==> src/rtl/updown_seq_ctrl.sv <==
// updown_seq_ctrl: command sequencer for a WIDTH-bit reversible counter.
// Takes one command (mode, start/end value, pass count) and walks the counter
// through clear, load and stepping, with turn-around in bounce mode, reloads
// between passes, abort handling and a one-cycle done report.
module updown_seq_ctrl #(
    parameter int WIDTH = 4,
    parameter int DIV   = 1
) (
    input  logic             clk,
    input  logic             mr,
    input  logic             start,
    input  logic [1:0]       mode,
    input  logic [WIDTH-1:0] start_val,
    input  logic [WIDTH-1:0] end_val,
    input  logic [3:0]       loops,
    input  logic             abort,
    output logic             busy,
    output logic             done,
    output logic [3:0]       pass_cnt,
    output logic             wrapped,
    output logic             ctr_mr,
    output logic             ctr_load,
    output logic             ctr_en,
    output logic             ctr_up_down,
    output logic [WIDTH-1:0] ctr_d,
    input  logic [WIDTH-1:0] ctr_q,
    input  logic             ctr_co
);

    localparam int PW = (DIV > 1) ? $clog2(DIV) : 1;

    typedef enum logic [2:0] {
        S_IDLE,
        S_CLR,
        S_LOAD,
        S_RUN,
        S_TURN,
        S_FINISH
    } state_t;

    state_t           state;
    logic             bounce_r;
    logic             down_r;
    logic             back_r;
    logic [WIDTH-1:0] start_r;
    logic [WIDTH-1:0] end_r;
    logic [WIDTH-1:0] target_r;
    logic [3:0]       loops_r;
    logic [PW-1:0]    pre_cnt;
    logic             tick;
    logic             at_target;
    logic             last_pass;

    assign tick      = (pre_cnt == '0);
    assign at_target = (ctr_q == target_r);
    assign last_pass = (loops_r != 4'd0) && ((pass_cnt + 4'd1) == loops_r);

    // Counter clear tracks system reset directly so the counter is clean
    // before the first command, and is pulsed for one cycle in CLR.
    assign ctr_mr = ~mr | (state == S_CLR);

    // Stepping stops on the target itself, so the counter never overshoots;
    // abort suppresses the step in the very cycle it is raised.
    assign ctr_en = (state == S_RUN) & tick & ~at_target & ~abort;

    // Sequencer state, prescaler, latched command and registered counter controls.
    always_ff @(posedge clk or negedge mr) begin
        if (!mr) begin
            state       <= S_IDLE;
            busy        <= 1'b0;
            done        <= 1'b0;
            pass_cnt    <= 4'd0;
            wrapped     <= 1'b0;
            ctr_load    <= 1'b1;
            ctr_up_down <= 1'b0;
            ctr_d       <= '0;
            bounce_r    <= 1'b0;
            down_r      <= 1'b0;
            back_r      <= 1'b0;
            start_r     <= '0;
            end_r       <= '0;
            target_r    <= '0;
            loops_r     <= 4'd0;
            pre_cnt     <= '0;
        end else begin
            done     <= 1'b0;
            ctr_load <= 1'b1;

            if (ctr_en && ctr_co)
                wrapped <= 1'b1;

            // Prescaler restarts on every RUN entry so the first RUN cycle ticks.
            if (state == S_RUN)
                pre_cnt <= (pre_cnt == PW'(DIV - 1)) ? '0 : pre_cnt + 1'b1;
            else
                pre_cnt <= '0;

            if (abort && (state != S_IDLE) && (state != S_FINISH)) begin
                state <= S_FINISH;
                done  <= 1'b1;
            end else begin
                case (state)
                    S_IDLE: begin
                        if (start) begin
                            bounce_r <= (mode == 2'b10);
                            down_r   <= (mode == 2'b01);
                            back_r   <= 1'b0;
                            start_r  <= start_val;
                            end_r    <= end_val;
                            target_r <= end_val;
                            loops_r  <= loops;
                            pass_cnt <= 4'd0;
                            wrapped  <= 1'b0;
                            busy     <= 1'b1;
                            state    <= S_CLR;
                        end
                    end
                    S_CLR: begin
                        ctr_load    <= 1'b0;
                        ctr_d       <= start_r;
                        ctr_up_down <= down_r;
                        state       <= S_LOAD;
                    end
                    S_LOAD: begin
                        state <= S_RUN;
                    end
                    S_RUN: begin
                        if (at_target) begin
                            // Outbound bounce arrival turns without counting a pass;
                            // a degenerate bounce (start == end) has nothing to walk back.
                            if (bounce_r && !back_r && (start_r != end_r)) begin
                                ctr_up_down <= 1'b1;
                                back_r      <= 1'b1;
                                target_r    <= start_r;
                                state       <= S_TURN;
                            end else begin
                                pass_cnt <= pass_cnt + 4'd1;
                                if (last_pass) begin
                                    done  <= 1'b1;
                                    state <= S_FINISH;
                                end else if (bounce_r && back_r) begin
                                    ctr_up_down <= 1'b0;
                                    back_r      <= 1'b0;
                                    target_r    <= end_r;
                                    state       <= S_TURN;
                                end else begin
                                    ctr_load    <= 1'b0;
                                    ctr_d       <= start_r;
                                    ctr_up_down <= down_r;
                                    state       <= S_LOAD;
                                end
                            end
                        end
                    end
                    S_TURN: begin
                        state <= S_RUN;
                    end
                    S_FINISH: begin
                        busy  <= 1'b0;
                        state <= S_IDLE;
                    end
                    default: begin
                        state <= S_IDLE;
                    end
                endcase
            end
        end
    end

endmodule
==> config.mk <==
export PLATFORM = sky130hd
export DESIGN_NAME = updown_seq_ctrl
export DESIGN_NICKNAME = d
export VERILOG_FILES = /design/src/rtl/updown_seq_ctrl.sv
export SDC_FILE = /design/constraint.sdc
export NUM_CORES = 1
export LEC_CHECK = 0
export ABC_AREA = 1
export CORE_MARGIN = 10
export CORE_UTILIZATION = 40
export DETAILED_ROUTE_END_ITERATION = 10
export PLACE_DENSITY = 0.74
export SYNTH_ARGS = -nofsm -noshare
export SYNTH_HDL_FRONTEND = slang
export SYNTH_SLANG_ARGS = --single-unit
export TNS_END_PERCENT = 30
==> constraint.sdc <==
create_clock -name clk -period 3.1 [get_ports clk]
set_input_delay 0.62 -clock clk [delete_from_list [all_inputs] [get_ports clk]]
set_output_delay 0.62 -clock clk [all_outputs]
set_load 0.02 [all_outputs]
# == Word level (Yosys, flattened, before mapping) ==
# Cells that the tools add are included.
# word_totals
regBits,36
out_inout_bits,15
# classes
addsub,2
eq_ne,20
n_mux,52
bitwise_logic,9
reduce_logical,22
# ops
op,n
$mux 4,12
$mux 1,26
$pmux 4 s2,3
$mux 3,6
$pmux 3 s4,1
$reduce_and 6->1,2
$ne 2x2->1 const B,5
$eq 4x4->1,2
$pmux 1 s2,4
$logic_and 1x1->1,7
$eq 3x2->1 const B,2
$eq 3x3->1 const B,2
$ne 3x2->1 const B,2
$ne 3x3->1 const B,2
$reduce_and 3->1,2
$reduce_bool 2->1,3
$not 1->1,5
$reduce_and 5->1,1
$add 4x1->4 const B,1
$ne 4x4->1,1
$reduce_and 4->1,1
$reduce_bool 4->1,1
$and 1x1->1,3
$eq 3x1->1 const B,1
10 further kinds,10

# == Depth between registers and ports, before layout ==
# Gate-level depths: netlist of the first run.
# depth
ltp_word,9
depth_mapped,12
mapped_depth_nobuf,12

# == Worst setup path before layout of the first run ==
# Ideal clock, no wire load.
# synth_path
path_kind,input-to-output
from,in ctr_q[1]
to,out ctr_en
t_arrival_ns,1.333
required_ns,2.480
slack_ns,1.147
stages,7
path_cell_list,inv_1 -> nand2_1 -> nand2_1 -> nor2_1 -> nand2_1 -> nand2_1 -> nor2_1
# synth_via
elab_chain_cells,4
# synth_lines
element,line_no,text
"start, declared",26,"input logic [WIDTH-1:0] ctr_q,"
$eq 4x4->1,55,assign at_target = (ctr_q == target_r);
$not 1->1,64,assign ctr_en = (state == S_RUN) & tick & ~at_target & ~abort;
$and 1x1->1 (2 in series),64,
"end, declared",23,"output logic ctr_en,"
# Every way passes these cells.

# == Worst setup path in the final report of the first run ==
# layout_path
from,in ctr_q[0]
to,out ctr_en
# The elaborated chain is that of the path after synthesis.

==> results.json, run 1 <==
{
  "outcome": "finished, final reports clean",
  "placementRows": 25,
  "top_layer": "met4",
  "syn_avg_cell_area_um2": 7.353,
  "grt_use_total_pct": 11.16,
  "grt_pass1_vias": 1743,
  "drv_slew": 0,
  "clkLatencyLatePin_ps": 280,
  "wl_met2_um": 2028,
  "rrSetupSlack_ps": 1240,
  "grt_setup_unrepaired": "no",
  "clockBufferDepth": 2,
  "drc": 0,
  "antenna_cells": 0,
  "cts_hold_buf": 0,
  "area_growth_pct": 27.53,
  "maxClockFrequency_mhz": 347.6,
  "ant_nets": 0,
  "overflow": 0,
  "fin_area_um2": 2504,
  "final_hold_viol_count": 0,
  "ys_warn_count": 0,
  "maxCapViolations": 0,
  "period_minus_slack_ps": 2877,
  "vias": 1749,
  "vias_per_cell": 4.615,
  "setup_viol": 0,
  "leakage_nw": 1.271,
  "power.switching_mw": 1.026,
  "worstPathMaxFanout": 3,
  "cp_data_arrival_time_ps": 2260,
  "wl_um": 4377,
  "hold_path.class": "reg2reg",
  "powerDensity_nw_per_um2": 926.6,
  "cts_buffers": 5,
  "synth_nets": 291,
  "gp_congestion": 0.7957,
  "cts-resized-gates": 0,
  "wl_per_cell_um": 11.55,
  "relSlewSlack_pct": 70.57,
  "io_pins": 38,
  "critical_path_class": "in2out",
  "power.internal_mw": 1.294,
  "p_seq_share_pct": 35.1,
  "start_util_pct": 41.29,
  "post-route-period-util_pct": 92.81,
  "port_buffers": 37,
  "worstPathRequired_ps": 2480,
  "ctsHtreeMaxLevel": 2,
  "synth_area_um2": 1963,
  "cts_tree": "yes",
  "antenna_found_initial": 0,
  "hpwlAfterDp_um": 3401,
  "clock-sinks": 35,
  "ys_seq_elements": 35,
  "final_nets": 335,
  "swShare_pct": 44.21,
  "met3_length_um": 161,
  "die-area_um2": 8110,
  "grt_pass1_wl_um": 7755,
  "die_y_um": 90.06,
  "pwr-share-comb_pct": 51.4,
  "ir_drop_uv": 317.8,
  "core-area_um2": 4755,
  "synth_seq_area_share_pct": 44.68,
  "clkPwrFrac_pct": 13.5,
  "firstDrtPassIters": 4,
  "setup_tns_ps": 0,
  "drive_gt1_share_pct": 10.26,
  "cp-start-kind": "input pin",
  "critPathCaptureType": "output port",
  "post_cts_buffers": 0,
  "finalClockSkew_ps": 3.856,
  "cts_root_buffer": "clkbuf_8",
  "die_width_um": 90.06,
  "synthCells": 267,
  "first_iter_violations": 126,
  "clk_pin_slew_ps": 70,
  "placed_area_um2": 2420,
  "tightestPinTransition_ps": 441.5,
  "synth_cell_type_count": 30,
  "grt_max_degree": 36,
  "m1WireLength_um": 2131
}
state kept, by name, indices dropped and copies added, names as in the netlist, 3 cells and up:
| name | flops |
|---|---|
| start_r | 4 |
| state | 3 |
| ctr_d | 4 |
| end_r | 4 |
| loops_r | 4 |
| target_r | 4 |
| pass_cnt | 4 |
power by group through the flow:
stage | logic [mW] | registers [mW] | clock network, mW
final | 1.19 | 0.815 | 0.313
after global routing | 1.35 | 0.845 | 0.345
after CTS | 1.20 | 0.817 | 0.324
after detailed placement | 1.20 | 0.824 | 0
after global placement | 1.17 | 0.821 | 0
after floorplan | 0.784 | 0.873 | 0
Yosys cell counts, drive strengths merged:
| cell | n | area [um^2] |
|---|---|---|
| nand2 | 104 | 407.9 |
| inv | 39 | 148.9 |
| dfrtp | 34 | 850.8 |
| nand3 | 24 | 155.1 |
| nor2 | 24 | 112.6 |
| o21ai | 23 | 115.1 |
| a21oi | 3 | 15.01 |
| buf | 2 | 16.26 |
| mux2i | 2 | 20.02 |
| nand4 | 2 | 27.53 |
| o22ai | 2 | 12.51 |
| clkbuf | 1 | 3.750 |
| dfstp | 1 | 26.28 |
| ha | 1 | 12.51 |
| o211ai | 1 | 7.510 |
| o21a | 1 | 7.510 |
| o21bai | 1 | 7.510 |
| o31ai | 1 | 7.510 |
| xnor2 | 1 | 8.760 |
area by class of cell:
class                           instances  area [um^2]
Timing Repair Buffer                   40        392.9
Sequential cell                        35        877.1
Multi-Input combinational cell        190        917.1
Tap cell                               67        83.83
Fill cell                             490         2251
Inverter                               39        148.9
Clock buffer                            5        68.82
Clock inverter                          3        15.01
path summary, 6_finish.rpt:
path,start,to,cells past startpoint
worst max-delay path,ctr_q[0],ctr_en,8
worst min-delay path,ctr_up_down$_DFFE_PN0P_,ctr_up_down$_DFFE_PN0P_,2
worst max register to register,pass_cnt[0]$_DFFE_PN0P_,target_r[1]$_DFFE_PN0P_,9
worst min register to register,ctr_up_down$_DFFE_PN0P_,ctr_up_down$_DFFE_PN0P_,2
max in group asynchronous,mr,ctr_load$_DFF_PN1_,2
min in group asynchronous,mr,state[0]$_DFFE_PN0P_,2
worst max-delay path, stage by stage:
cell,delay (ps)
clkdlybuf4s50_1,480
nand2_1,60
nand2_1,60
nor2_1,40
nand2_1,90
nand2_1,80
nor2_1,170
clkdlybuf4s50_1,650
cells in the final DEF (no fill, tap or decap), types with 4 or more instances in the layout:
cell type        netlist  final
o21ai_0               22     22
nand3_1               20     20
nor2_1                19     19
clkbuf_8               0      5
clkdlybuf4s50_1        0     37
dfrtp_1               34     34
nand2_1               99     99
nand2_2                4      4
inv_2                  4      4
inv_1                 34     34
through the flow:
stage	setup WS [ps]	total power [mW]	util [%]	instances	hold WS, ps
after global placement	254.8	1.992	50.89	371	460.8
after floorplan	1147	1.657	-	267	324.4
after CTS	203.9	2.346	52.66	379	477.7
after global routing	93.73	2.545	52.66	379	514.4
after detailed placement	210.3	2.025	50.89	371	459.7
final	222.9	2.320	52.66	379	475.0
cells by family after synthesis:
| logic type | synth area share (%) |
|---|---|
| AND/OR/NAND/NOR | 35.82 |
| flip-flops | 44.68 |
| AO/OA/AOI/OAI | 8.796 |
| buffers and inverters | 8.604 |
| adder cells (fa/ha/maj) | 0.6372 |
| XOR/XNOR | 0.4462 |
| multiplexers | 1.020 |
routing by layer:
metal | GRT usage (%) | vias up
li1 | - | 922
met5 | 0 | -
met3 | 2.411 | 4
met2 | 18.40 | 32
met4 | 3.979 | 0
met1 | 13.96 | 791
Note: power is estimated with default switching activity, not from simulation.
==> inputs of run 2 (changes only) <==
Settings changed: DONT_BUFFER_PORTS set to 1, PLACE_DENSITY 0.74 to 0.64.
==> run 2 against run 1 <==
Compared with the run above: sequential power is 13% higher; clock skew up 5.5 ps; maximum frequency up 12%; critical path type is now reg2out; worst hold slack got worse by 450 ps.
==> results.json, run 2 (synthesis gave the netlist of run 1 again) <==
{
  "outcome": "finished, final reports clean",
  "placementRows": 25,
  "cp-start-kind": "register",
  "worstPathMaxFanout": 11,
  "wl_um": 4374,
  "overflow": 0,
  "final_cell_mix": "nand2_1 (99), inv_1 (34), dfrtp_1 (34)",
  "grt_pass1_wl_um": 7707,
  "regToRegEndpoint": "wrapped$_DFF_PN0_",
  "port_buffers": 0,
  "critPathCaptureType": "output port",
  "ir_drop_uv": 304.6,
  "wl_per_cell_um": 12.86,
  "timing.critical_path.buf_inv": 1,
  "dp.cells": 331,
  "clk_pin_slew_ps": 80,
  "cts_root_buffer": "clkbuf_8",
  "cpLargestDelayFamily": "simple AND/OR/NAND/NOR gates",
  "relSlewSlack_pct": 42.35,
  "hpwlAfterDp_um": 3259,
  "rrSetupSlack_ps": 1140,
  "final_hold_viol_count": 0,
  "firstDrtPassIters": 4,
  "grt_max_degree": 37,
  "r2r_start": "state[2]$_DFFE_PN0P_",
  "ctsHtreeMaxLevel": 2,
  "antenna_cells": 0,
  "antenna_found_initial": 0,
  "placed_area_um2": 2027,
  "setup_tns_ps": 0,
  "hold_slack_ps": 22.07,
  "vias": 1613,
  "layout_commonest_cell": "nand2_1",
  "die-area_um2": 8110,
  "clkPwrFrac_pct": 19.0,
  "gp_congestion": 0.7623,
  "maxClockFrequency_mhz": 388.4,
  "swShare_pct": 44.71,
  "power.internal_mw": 1.249,
  "start_util_pct": 41.29,
  "vias_per_cell": 4.744,
  "maxCapViolations": 0,
  "p_total_mw": 2.259,
  "pwr-share-comb_pct": 40.4,
  "drv_slew": 0,
  "die_width_um": 90.06,
  "grt_use_total_pct": 11.46,
  "critPathLaunch": "state[2]$_DFFE_PN0P_",
  "grt_setup_unrepaired": "no",
  "critical_path.cell_chain": "inv_2, nand2_2, nor2_2, nand2_1, nor2_1",
  "slowest_delay_ps": 440,
  "leakage_nw": 1.132,
  "worstRegToRegCells": 7,
  "cp_data_arrival_time_ps": 1950,
  "worstPathRequired_ps": 2480,
  "powerDensity_nw_per_um2": 1048,
  "finalNonFillerCells": 340,
  "fin_area_um2": 2155,
  "finalClockSkew_ps": 9.395,
  "final_nets": 296,
  "tightestPinTransition_ps": 861.9,
  "setup_viol": 0,
  "clock-sinks": 35,
  "io_pins": 38,
  "critical_path_class": "reg2out",
  "ant_nets": 0,
  "first_iter_violations": 99,
  "drive_gt1_share_pct": 10.62,
  "area_growth_pct": 9.752,
  "post-route-period-util_pct": 83.06,
  "p_seq_share_pct": 40.7,
  "cpMaxStageDelayCell": "nor2_1",
  "core-area_um2": 4755,
  "drc": 0,
  "die_y_um": 90.06,
  "power.switching_mw": 1.010,
  "cts_tree": "yes",
  "clkLatencyLatePin_ps": 290,
  "hold_path.class": "in2async",
  "clockBufferDepth": 2,
  "cts_buffers": 5,
  "period_minus_slack_ps": 2575,
  "grt_pass1_vias": 1614
}
==> run 2: cell types whose count changed in the layout (fill, tap and decap cells not counted), sizes merged <==
cell / before / now
clkdlybuf4s50: 37 / 0
buf: 3 / 0
clkinv: 3 / 1
bufinv: 0 / 1
clkbuf: 5 / 6
dlygate4sd3: 0 / 1
==> run 2: worst max-delay path by stage <==
stage | endpoint | slack [ps] | depth (start not counted)
after CTS | ctr_en | 500 | 5
after global routing | ctr_en | 330 | 5
after floorplan | ctr_en | 1150 | 7
final | ctr_en | 530 | 5
after global placement | ctr_en | 860 | 5
after detailed placement | ctr_en | 830 | 5
==> run 2: final cells by class <==
class                           instances  area (um^2)
Inverter                               39        148.9
Clock inverter                          2        35.03
Fill cell                             517         2600
Clock buffer                            6        82.58
Multi-Input combinational cell        190        917.1
Tap cell                               67        83.83
Timing Repair Buffer                    1        10.01
Sequential cell                        35        877.1
==> run 2: through the flow <==
| step | util, % | worst slack [ps] |
|---|---|---|
| 6_report | 45.32 | 525.1 |
| 5_1_grt | 45.32 | 329.8 |
| 4_1_cts | 45.11 | 501.0 |
| 3_5_place_dp | 42.63 | 833.5 |
| 3_3_place_gp | 42.63 | 864.3 |
| 2_1_floorplan | - | 1147 |
==> run 2: timing repair <==
action | CTS | global route
hold endpoints to repair | 0 | 19
hold buffers | 0 | 1
buffers inserted | 0 | 0
endpoints found under the setup margin | 0 | 0
gates resized for setup | 0 | 0
==> run 2: routing by layer <==
metal / routed length, um / share of wire [%] / up-vias / track usage, %
li1: - / - / 848 / -
met1: 2021 / 46 / 731 / 13.51
met2: 1952 / 45 / 28 / 17.92
met3: 309 / 7.1 / 6 / 4.323
met4: 91 / 2.1 / 0 / 5.570
met5: 0 / 0 / - / 0
==> run 2: power by group through the flow <==
stage	Sequential, mW	Clock (mW)	Combinational (mW)
final	0.919	0.429	0.912
after global routing	0.950	0.460	1.08
after CTS	0.923	0.440	0.917
after detailed placement	0.929	0	0.912
after global placement	0.923	0	0.893
after floorplan	0.873	0	0.784
==> inputs of run 3 (changes only) <==
Settings changed: PLACE_DENSITY 0.64 to 0.66.
Clock period 3.1 ns to 2.3 ns, I/O delays scaled along.
==> run 3 against run 2 <==
Compared with the run above: sequential share of layout area shrank 0.99 points; largest power group is now combinational logic; core utilization increased by 1.1 points; critical endpoint unchanged; count of clock-buffer cells in the layout fell by 1; largest cell class unchanged; total power rose by 40%; wire length grew 2.6%; clock power rose by 55%; flip-flop and latch count unchanged; register-to-register slack got worse by 750 ps; cell count grew 0.88%; global-route usage is essentially flat; setup slack worse by 310 ps; first-iteration DRC count fell by 7.1%.
==> results.json, run 3 (synthesis gave the netlist of run 1 again) <==
{
  "whs_endpoint": "bounce_r$_DFFE_PN0P_",
  "period_minus_slack_ps": 2080,
  "tightestPinTransition_ps": 493.8,
  "cts-resized-gates": 0,
  "drive_gt1_share_pct": 11.59,
  "p_seq_share_pct": 39.1,
  "clock-sinks": 35,
  "swShare_pct": 43.56,
  "rrSetupSlack_ps": 390,
  "grt_max_degree": 35,
  "hold_slack_ps": 259.4,
  "cts_tree": "yes",
  "clk_pin_slew_ps": 70,
  "final_nets": 299,
  "wl_um": 4487,
  "ir_drop_uv": 446.0,
  "regToRegEndpoint": "back_r$_DFFE_PN0P_",
  "finalClockSkew_ps": 7.151,
  "power.switching_mw": 1.376,
  "fillerInstances": 506,
  "maxCapViolations": 0,
  "cp_data_arrival_time_ps": 1620,
  "critPathCaptureType": "output port",
  "area_growth_pct": 12.49,
  "worstPathMaxFanout": 6,
  "first_iter_violations": 92,
  "worstPathRequired_ps": 1840,
  "placementRows": 25,
  "outcome": "finished, final reports clean",
  "clkLatencyLatePin_ps": 290,
  "layout_commonest_cell": "nand2_1",
  "power.internal_mw": 1.783,
  "worstHoldPathCells": 1,
  "worstRegToRegCells": 10,
  "setup_viol": 0,
  "gp_congestion": 0.8489,
  "wl_per_cell_um": 13.08,
  "post-route-period-util_pct": 90.44,
  "die_y_um": 90.06,
  "antenna_cells": 0,
  "clockBufferDepth": 2,
  "final_hold_viol_count": 0,
  "critical_path_class": "reg2out",
  "post-route-util_pct": 46.45,
  "grt_pass1_vias": 1603,
  "post_cts_buffers": 0,
  "powerDensity_nw_per_um2": 1431,
  "drc": 0,
  "cts_root_buffer": "clkbuf_8",
  "ant_nets": 0,
  "grt_setup_unrepaired": "no",
  "die_width_um": 90.06,
  "vias": 1622,
  "pwr-share-comb_pct": 39.9,
  "ctsHtreeMaxLevel": 2,
  "firstDrtPassIters": 4,
  "leakage_nw": 1.155,
  "vias_per_cell": 4.729,
  "setup_tns_ps": 0,
  "grt_pass1_wl_um": 7686,
  "io_pins": 38,
  "hpwlAfterDp_um": 3281,
  "antenna_found_initial": 0,
  "start_util_pct": 41.29,
  "die-area_um2": 8110,
  "core-area_um2": 4755,
  "cts_buffers": 5,
  "drv_slew": 0,
  "hold_path.class": "in2reg",
  "r2r_start": "pass_cnt[0]$_DFFE_PN0P_",
  "seqCellArea_um2": 877.1,
  "port_buffers": 0,
  "relSlewSlack_pct": 66.96,
  "clkPwrFrac_pct": 21.0,
  "overflow": 0,
  "final_cell_mix": "nand2_1 (99), inv_1 (34), dfrtp_1 (34)",
  "multi_input_area_um2": 917.1,
  "cp-start-kind": "register",
  "maxClockFrequency_mhz": 480.7,
  "grt_use_total_pct": 11.49,
  "min_from": "mode[0]"
}
==> run 3: changes by cell type in the layout (fill, tap and decap cells not counted) <==
cell,before,now
buf_4,0,2
buf_12,0,1
bufinv_16,1,2
clkbuf_8,6,5
clkinv_2,1,0
clkinvlp_4,0,1
==> run 3: worst max-delay path by stage <==
stage | end | from
floorplan | back_r$_DFFE_PN0P_ | pass_cnt[0]$_DFFE_PN0P_
global placement | target_r[0]$_DFFE_PN0P_ | pass_cnt[0]$_DFFE_PN0P_
detailed placement | back_r$_DFFE_PN0P_ | pass_cnt[0]$_DFFE_PN0P_
CTS | ctr_en | state[2]$_DFFE_PN0P_
global route | ctr_en | state[2]$_DFFE_PN0P_
finish | ctr_en | state[2]$_DFFE_PN0P_
==> run 3: metal layers <==
metal	GRT usage [%]	routed length, um
met2	18.34	2001
met1	13.03	2077
met5	0	0
met4	5.305	84
met3	4.821	324
==> run 3: final cells by class <==
cell class                      instances  area share [%]
Multi-Input combinational cell        190           41.53
Sequential cell                        35           39.72
Inverter                               39           6.742
Tap cell                               67           3.796
Clock buffer                            5           3.116
Clock inverter                          3           3.059
Timing Repair Buffer                    4           2.040
==> run 3: worst max-delay path, cell delays in order (launching register included) <==
cell and delay [ps]:
dfrtp_1 390, inv_2 130, nand2_2 100, nor2_2 110
nand2_1 160, nor2_1 430
==> run 3: stage by stage <==
stage	std cells	worst slack, ps	total power [mW]	area, um^2
global route	343	113.4	3.451	2208
global placement	333	459.2	2.462	2042
floorplan	267	584.1	2.234	1963
finish	343	219.8	3.160	2208
CTS	343	214.1	3.189	2208
detailed placement	333	404.3	2.498	2042
==> run 3: repair_timing <==
item,4_1_cts,5_1_grt
setup endpoints to repair,0,0
hold endpoints to repair,34,0
hold buffers,2,0
==> run 3: power by group through the flow <==
stage               clock, mW  combinational, mW  sequential [mW]
floorplan                   0               1.06             1.18
global placement            0               1.22             1.24
detailed placement          0               1.25             1.25
CTS                     0.675               1.28             1.24
global route            0.702               1.47             1.28
finish                  0.664               1.26             1.24
